**config.mk**
```make
export PLATFORM = sky130hd
export DESIGN_NAME = seven_seg_scan
export DESIGN_NICKNAME = d
export VERILOG_FILES = /design/src/rtl/seven_seg_pkg.sv /design/src/rtl/hex_to_seg.sv /design/src/rtl/seven_seg_scan.sv
export SDC_FILE = /design/constraint.sdc
export NUM_CORES = 1
export LEC_CHECK = 0
export ABC_AREA = 1
export CAP_MARGIN = 5
export CORE_ASPECT_RATIO = 0.8
export CORE_UTILIZATION = 48
export CTS_CLUSTER_DIAMETER = 40
export CTS_CLUSTER_SIZE = 10
export DETAILED_ROUTE_END_ITERATION = 7
export PLACE_DENSITY = 0.72
export SETUP_SLACK_MARGIN = 0.02
export SLEW_MARGIN = 10
export SYNTH_ARGS = -nofsm -noshare
export SYNTH_HDL_FRONTEND = slang
export SYNTH_SLANG_ARGS = --single-unit
```
**constraint.sdc**
```tcl
create_clock -name clk_i -period 4.7 [get_ports clk_i]
set_input_delay 0.47 -clock clk_i [delete_from_list [all_inputs] [get_ports clk_i]]
set_output_delay 0.47 -clock clk_i [all_outputs]
set_load 0.005 [all_outputs]
```
**src/rtl/seven_seg_pkg.sv**
```systemverilog
// Shared types and constants for the multiplexed seven-segment scanner.
// Holds the scan FSM state enum, the active-low segment table and blank patterns.
// No ports; imported by seven_seg_scan and hex_to_seg.
package seven_seg_pkg;

    typedef enum logic {
        ST_DEAD = 1'b0,
        ST_SHOW = 1'b1
    } scan_state_t;

    // Active-low cathode patterns {g,f,e,d,c,b,a}; element [h] is the glyph for hex h.
    localparam logic [15:0][6:0] SEG_TABLE = {
        7'b0001110,  // F
        7'b0000110,  // E
        7'b0100001,  // d
        7'b1000110,  // C
        7'b0000011,  // b
        7'b0001000,  // A
        7'b0010000,  // 9
        7'b0000000,  // 8
        7'b1111000,  // 7
        7'b0000010,  // 6
        7'b0010010,  // 5
        7'b0011001,  // 4
        7'b0110000,  // 3
        7'b0100100,  // 2
        7'b1111001,  // 1
        7'b1000000   // 0
    };

    localparam logic [6:0] SEG_BLANK = 7'h7F;
    localparam logic [3:0] AN_OFF    = 4'hF;

endpackage

```
**src/rtl/hex_to_seg.sv**
```systemverilog
// Hex nibble to active-low seven-segment pattern, purely combinational.
// Ports: hex_i [3:0] nibble in; seg_o [6:0] cathodes {g,f,e,d,c,b,a}, active-low.
// Zero latency, no flow control.
module hex_to_seg
    import seven_seg_pkg::*;
(
    input  logic [3:0] hex_i,
    output logic [6:0] seg_o
);

    assign seg_o = SEG_TABLE[hex_i];

endmodule

```
**src/rtl/seven_seg_scan.sv**
```systemverilog
// Four-digit multiplexed seven-segment driver with blanking dead time, double-buffered
// value/decimal-point registers swapped at frame boundaries, and leading-zero suppression.
// Ports: clk_i/rst_i (async active-high); value_i, dp_in_i, load_i, lz_sup_i in;
// seg_o, dp_o, an_o (all active-low) and frame_done_o out, all registered.
module seven_seg_scan #(
    parameter int REFRESH_DIV = 100000,
    parameter int DEAD_CYCLES = 1000
) (
    input  logic        clk_i,
    input  logic        rst_i,
    input  logic [15:0] value_i,
    input  logic [3:0]  dp_in_i,
    input  logic        load_i,
    input  logic        lz_sup_i,
    output logic [6:0]  seg_o,
    output logic        dp_o,
    output logic [3:0]  an_o,
    output logic        frame_done_o
);
    import seven_seg_pkg::*;

    localparam int CNT_W = (REFRESH_DIV > 1) ? $clog2(REFRESH_DIV) : 1;
    localparam logic [CNT_W-1:0] CNT_LAST = CNT_W'(REFRESH_DIV - 1);

    logic [CNT_W-1:0] cnt_q, cnt_d;
    logic [1:0]       idx_q, idx_d;
    scan_state_t      state_q, state_d;
    logic [15:0]      shadow_val_q, shadow_val_d;
    logic [3:0]       shadow_dp_q, shadow_dp_d;
    logic [15:0]      active_val_q, active_val_d;
    logic [3:0]       active_dp_q, active_dp_d;
    logic             pending_q, pending_d;
    logic [6:0]       seg_q, seg_d;
    logic             dp_q, dp_d;
    logic [3:0]       an_q, an_d;
    logic             frame_done_q, frame_done_d;

    logic             slot_end;
    logic             boundary;
    logic [15:0]      upper;
    logic             lz_blank;
    logic [6:0]       seg_dec;

    // upper[3:0] is the current digit; the whole word is zero only when this digit
    // and every more-significant digit are zero, which is the suppression test.
    assign upper = active_val_q >> {idx_q, 2'b00};

    hex_to_seg u_hex_to_seg (
        .hex_i (upper[3:0]),
        .seg_o (seg_dec)
    );

    always_comb begin
        slot_end = (cnt_q == CNT_LAST);
        boundary = slot_end && (idx_q == 2'd3);

        cnt_d   = slot_end ? '0 : cnt_q + 1'b1;
        idx_d   = slot_end ? idx_q + 2'd1 : idx_q;
        // State tracks the counter value it will sit next to, so DEAD spans counts 0..DEAD_CYCLES-1.
        state_d = (int'(cnt_d) < DEAD_CYCLES) ? ST_DEAD : ST_SHOW;

        shadow_val_d = load_i ? value_i : shadow_val_q;
        shadow_dp_d  = load_i ? dp_in_i : shadow_dp_q;
        active_val_d = active_val_q;
        active_dp_d  = active_dp_q;
        pending_d    = pending_q;
        if (boundary) begin
            // A load landing exactly on the boundary goes straight to the active copy.
            pending_d = 1'b0;
            if (load_i) begin
                active_val_d = value_i;
                active_dp_d  = dp_in_i;
            end else if (pending_q) begin
                active_val_d = shadow_val_q;
                active_dp_d  = shadow_dp_q;
            end
        end else if (load_i) begin
            pending_d = 1'b1;
        end

        lz_blank = lz_sup_i && (idx_q != 2'd0) && (upper == 16'h0000) && !active_dp_q[idx_q];

        if ((state_q == ST_DEAD) || lz_blank) begin
            an_d  = AN_OFF;
            seg_d = SEG_BLANK;
            dp_d  = 1'b1;
        end else begin
            an_d  = ~(4'b0001 << idx_q);
            seg_d = seg_dec;
            dp_d  = ~active_dp_q[idx_q];
        end

        frame_done_d = boundary;
    end

    always_ff @(posedge clk_i or posedge rst_i) begin
        if (rst_i) begin
            cnt_q        <= '0;
            idx_q        <= 2'd0;
            state_q      <= ST_DEAD;
            shadow_val_q <= 16'h0000;
            shadow_dp_q  <= 4'h0;
            active_val_q <= 16'h0000;
            active_dp_q  <= 4'h0;
            pending_q    <= 1'b0;
            seg_q        <= SEG_BLANK;
            dp_q         <= 1'b1;
            an_q         <= AN_OFF;
            frame_done_q <= 1'b0;
        end else begin
            cnt_q        <= cnt_d;
            idx_q        <= idx_d;
            state_q      <= state_d;
            shadow_val_q <= shadow_val_d;
            shadow_dp_q  <= shadow_dp_d;
            active_val_q <= active_val_d;
            active_dp_q  <= active_dp_d;
            pending_q    <= pending_d;
            seg_q        <= seg_d;
            dp_q         <= dp_d;
            an_q         <= an_d;
            frame_done_q <= frame_done_d;
        end
    end

    assign seg_o        = seg_q;
    assign dp_o         = dp_q;
    assign an_o         = an_q;
    assign frame_done_o = frame_done_q;

endmodule

```
; Word level (Yosys, flattened, before mapping)
; Memories as Yosys holds them, arrays and structs flattened.
; Index checks and enable logic that the tools add are counted.
[word_totals]
reg_bits = 74
mem_bits_ro = 112
in_bits = 24
output_inout_bits = 13
wordCells = 50
n_memories = 1
[mem_list]
columns = memory, words, width, read_ports, rd_ports_with_merged_regs, wr, line_no
row1 = (name not given), 16, 7, 1, 0, 0, hex_to_seg.sv:11  ; assign seg_o = SEG_TABLE[hex_i];
[op_classes]
addsub = 2
n_lt_le_gt_ge = 3
eq_ne = 2
shifts = 2
muxes = 14
bitwise = 3
n_reduce_logical = 11
[op_table]
columns = operator, count
row1 = two-way mux 16 bit, 2
row2 = "adder 17 x 1 -> 17 bit, second input constant", 1
row3 = "equality test 17 bit, second input constant", 1
row4 = "less-than comparator 17 x 10 -> 1 bit, second input constant", 1
row5 = two-way mux 17 bit, 1
row6 = logical NOT 16 bit, 1
row7 = >> shifter 16 x 4 -> 16 bit, 1
row8 = two-way mux 7 bit, 2
row9 = two-way mux 4 bit, 3
row10 = nonzero test 2 bit, 3
row11 = "less-than comparator 4 x 5 -> 1 bit, second input constant", 1
row12 = two-way mux 1 bit, 5
row13 = logical AND 1 bit, 4
row14 = NOT 4 bit, 1
row15 = "<< shifter 1 x 2 -> 4 bit, first input constant", 1
row16 = "less-than comparator 2 x 3 -> 1 bit, second input constant", 1
row17 = "adder 2 x 1 -> 2 bit, second input constant", 1
row18 = binary-select mux 1 bit (select 2 bit), 1
row19 = "equality test 2 bit, second input constant", 1
row20 = NOT 1 bit, 2
row21 = AND reduction 2 bit, 1
row22 = logical NOT 1 bit, 1
row23 = logical OR 1 bit, 1

; Logic depth before layout (Yosys ltp)
[depth]
depth_word = 6
mapped_depth = 14
mapped_depth_nobuf = 13

; Modules after synthesis
; From an unflattened synthesis, not the netlist that was laid out.
[hier_totals]
hier_cells = 506
area_unflattened_um2 = 3906.2
[by_module_without_submodules]
columns = module, instances, cells_each, area_each_um2, seq_area_each_um2
row1 = seven_seg_scan, 1, 457, 3632.2, 1866.8
row2 = hex_to_seg, 1, 49, 274.0, 0.0

; Worst setup path before layout
; Ideal clock, no wire load.
[synth_path]
kind = register to register
startpoint = register idx_q[0]
endpoint = register seg_q[5] (netlist: seg_o[5])
setup_time_ns = 0.085
arrival_ns = 1.802
t_required_ns = 4.615
path_slack_ns = 2.814
stages_incl_launch_ff = 13
path_buffers = 1
cell_sequence = dfrtp_1 > buf_6 > o21ai_0 > nand2_1 > nand2_1 > inv_1 > ha_1 > nand2_1 > nor3_1 > nand3_1 > nor2_2 > a21boi_2 > nand2_1
[synth_via]
elab_chain_len = 6
word_cells_on_any_way = 13
[synth_lines]
columns = item, line_no
row1 = "start, declared", seven_seg_scan.sv:26  ; logic [1:0] idx_q, idx_d;
row2 = "start signal, assigned", seven_seg_scan.sv:112  ; idx_q <= idx_d;
row3 = branches (longest 5 deep; another with memory (16 x 7 bit)), n/a
row4 = two-way mux 7 bit (*), seven_seg_scan.sv:83  ; if ((state_q == ST_DEAD) || lz_blank) begin
row5 = net seg_d[5], seven_seg_scan.sv:33  ; logic [6:0] seg_q, seg_d;
row6 = "end signal, assigned", seven_seg_scan.sv:119  ; seg_q <= seg_d;
row7 = "end, declared", seven_seg_scan.sv:33
; Mark *: on every way through the listed nets, which the timed path passes. The select of a mux whose other input is x is not followed.
; A chain may end at the register's enable or synchronous reset.

; Worst setup path in the final report
[layout_path]
startpoint = register idx_q[0]
endpoint = register seg_q[1] (netlist: seg_o[1])
; Same word-level chain as after synthesis.

==> impl_metrics.py <==
metrics = {
    "final_layout": {
        "ff_latch_area_um2": 1870,
        "diodes": 0,
        "utilization_pct": 58.3,
        "nNetsFinal": 558,
        "fill_cells": 707,
        "area_growth_pct": 15.9,
        "multiInputGateArea_um2": 1630,
        "stdcell_area_um2": 4370,
        "final_layout_size_suffix_gt1_share_pct": 9.64,
    },
    "synth": {
        "syn_nets": 521,
        "synth_edf_count": 0,
        "synth-seq-area-share_pct": 49.5,
        "ys_seq_elements": 74,
        "synth_cell_types": 29,
        "syn_inst": 487,
        "synth_area_um2": 3770,
        "avgSynthCellArea_um2": 7.75,
        "ys_warn_count": 0,
        "synth_flop_cell": "dfrtp_1",
        "ys_async_sr_fraction_pct": 100,
    },
    "grt": {
        "grt_max_degree": 52,
        "antenna_found_initial": 0,
        "grt-ovfl-total": 0,
        "grt_pass1_wl_mm": 13.9,
        "grt_pass1_vias": 2907,
        "grt_usage_pct": 22.2,
    },
    "critical_path": {
        "crit_top_cell": "nand2_1",
        "cp_slowest_stage_delay_ns": 0.66,
        "cp_top_family": "simple AND/OR/NAND/NOR gates",
        "crit_fanout": 16,
        "crit_chain": "inv_2, o21ai_0, nand2_1, nand2_1, ha_1, nand2_1, nor3_1, nand3_1, nor2_2, nand2_1, nand4_1",
        "crit_slowest_cell": "dfrtp_1",
        "cp.required_ns": 4.99,
        "path_class": "reg -> reg",
        "path_buf_inv": 1,
        "arrival_ns": 2.72,
        "cp-start-kind": "flop",
        "critPathCaptureType": "flop",
    },
    "detailed_routing": {
        "highest_layer": "met4",
        "drt_iter0_markers": 261,
        "met1_length_mm": 4.16,
        "dr.pass1.iters": 4,
        "routedWlPerCell_um": 12.8,
        "dr_wl_met3_um": 409,
        "ant_nets": 0,
        "num_vias": 3148,
        "wirelength_mm": 8.10,
        "drc": 0,
        "dr_wl_met2_mm": 3.47,
        "routed_via_density": 4.97,
    },
    "clock_network": {
        "postCtsSetupBuffers": 0,
        "cts_htree_levels": 3,
        "numCtsBuffers": 9,
        "cts_tree": "yes",
        "clock_latency_ns": 0.36,
        "cts_resized": 0,
        "hold_buffers": 0,
        "cts_sinks": 74,
        "clockBufferDepth": 2,
        "cts-root-buf": "clkbuf_8",
        "clk_pin_slew_worst_paths_ns": 0.08,
    },
    "sta": {
        "worstMarginPinSlew_ns": 1.07,
        "timing.fmax_mhz": 412,
        "tns_ns": 0,
        "finClkSkew_ns": 0.00825,
        "drv_slew": 0,
        "setup_slack_ns": 2.28,
        "rsz0062_at_grt": "no",
        "setup_viol": 0,
        "period_minus_slack_ns": 2.42,
        "finalCritPeriodShare_pct": 51.6,
        "hold_viol_final": 0,
        "slew_headroom_pct": 28.3,
    },
    "floorplanning": {
        "die-area_um2": 8220,
        "initial_core_util_pct": 50.3,
        "die_x_um": 101,
        "fp-row-count": 28,
        "core_um2": 7500,
        "chipHeight_um": 81.3,
        "io_pins": 37,
    },
    "job": {
        "cap_violations": 0,
    },
    "power_and_ir_drop": {
        "irDropWorstVdd_mv": 0.164,
        "finalPower_w": 0.00117,
        "static-leakage-power_nw": 2.28,
        "power.density_nw_per_um2": 268,
    },
    "place": {
        "port_buffers": 36,
        "dp_hpwl_mm": 5.71,
        "dp_slack_ns": 2.16,
        "post_dp_cell_area_um2": 4190,
        "gp_congestion": 0.854,
    },
    "hold_path": {
        "hold_class": "reg -> reg",
    },
    "run_status": {
        "status": "finished clean",
    },
}
==> through the flow <==
step,cells,hold slack [ns]
2_1_floorplan,487,0.437
3_3_place_gp,618,0.453
3_5_place_dp,618,0.456
4_1_cts,634,0.475
5_1_grt,634,0.492
6_report,634,0.471
==> cells in the mapped netlist (3+ instances only) <==
cell | instances | share of area (%)
nand2_1 | 192 | 19
dfrtp_1 | 62 | 41
nor2_1 | 49 | 4.9
nand3_1 | 46 | 6.1
inv_1 | 43 | 4.3
o21ai_0 | 13 | 1.7
dfstp_2 | 12 | 8.4
nand4_1 | 12 | 2.0
ha_1 | 10 | 3.3
buf_6 | 6 | 1.8
clkbuf_1 | 6 | 0.60
inv_2 | 6 | 0.60
nand2_2 | 6 | 1.0
a21oi_1 | 4 | 0.53
nor3_1 | 3 | 0.40
==> state kept, by name, indices dropped and copies added, names as in the netlist <==
signal and flops:
active_dp_q 4, active_val_q 16, an_o 4, cnt_q 17, dp_o 1, frame_done_o 1, idx_q 2, pending_q 1
seg_o 7, shadow_dp_q 4, shadow_val_q 16, state_q 1
==> power by group <==
part	leakage, nW	internal, W	total, W	switching (W)
Sequential	0.937	0.000652	0.000656	0.00000466
Clock	0.0924	0.000220	0.000458	0.000238
Combinational	1.25	0.0000244	0.0000576	0.0000332
Total	2.28	0.000896	0.00117	0.000276
==> cell families after synthesis <==
logic type | synth area share (%)
and+or+nand+nor | 35.6
DFF | 49.5
buffers and inverters | 7.26
AOI/OAI and AO/OA | 3.91
adders and majority gates | 3.32
xor gates and xnor gates | 0.464
==> path summary, 6_finish.rpt <==
path	end	depth (start not counted)	slack [ns]	startpoint
worst max-delay path	seg_o[1]$_DFF_PP1_	11	2.28	idx_q[0]$_DFFE_PP0N_
worst min-delay path	active_dp_q[2]$_DFFE_PP0P_	2	0.47	active_dp_q[2]$_DFFE_PP0P_
worst max register to register	seg_o[1]$_DFF_PP1_	11	2.28	idx_q[0]$_DFFE_PP0N_
worst min register to register	active_dp_q[2]$_DFFE_PP0P_	2	0.47	active_dp_q[2]$_DFFE_PP0P_
max in group asynchronous	an_o[2]$_DFF_PP1_	3	3.02	rst_i
min in group asynchronous	frame_done_o$_DFF_PP0_	2	0.69	rst_i
==> cell type report <==
class | count | share of cell area, %
Multi-Input combinational cell | 352 | 37.3
Timing Repair Buffer | 38 | 8.59
Tap cell | 105 | 3.01
Sequential cell | 74 | 42.7
Clock inverter | 4 | 0.601
Clock buffer | 12 | 3.55
Inverter | 49 | 4.21
==> worst reg2reg max path, stage by stage, from the launching register on <==
cell     delay [ns]
dfrtp_1        0.66
inv_2          0.23
o21ai_0        0.34
nand2_1        0.08
nand2_1        0.16
ha_1           0.21
nand2_1        0.06
nor3_1         0.16
nand3_1        0.10
nor2_2         0.12
nand2_1        0.13
nand4_1        0.11
==> cell usage in the layout (no fill, tap or decap), types with 7 or more instances in the layout <==
cell / netlist / routed
clkbuf_8: 0 / 11
dfrtp_1: 62 / 62
o21ai_0: 13 / 13
nor2_1: 49 / 49
nand4_1: 12 / 12
nand3_1: 46 / 46
inv_2: 6 / 7
nand2_1: 192 / 192
inv_1: 43 / 42
dfstp_2: 12 / 12
clkdlybuf4s50_1: 0 / 36
ha_1: 10 / 10
==> per-layer routing <==
metal,global-route usage [%],vias up
li1,-,1600
met1,32.1,1452
met2,32.1,90
met3,6.54,6
met4,6.09,0
met5,0,-
No activity file was read; power rests on OpenSTA's default activity.
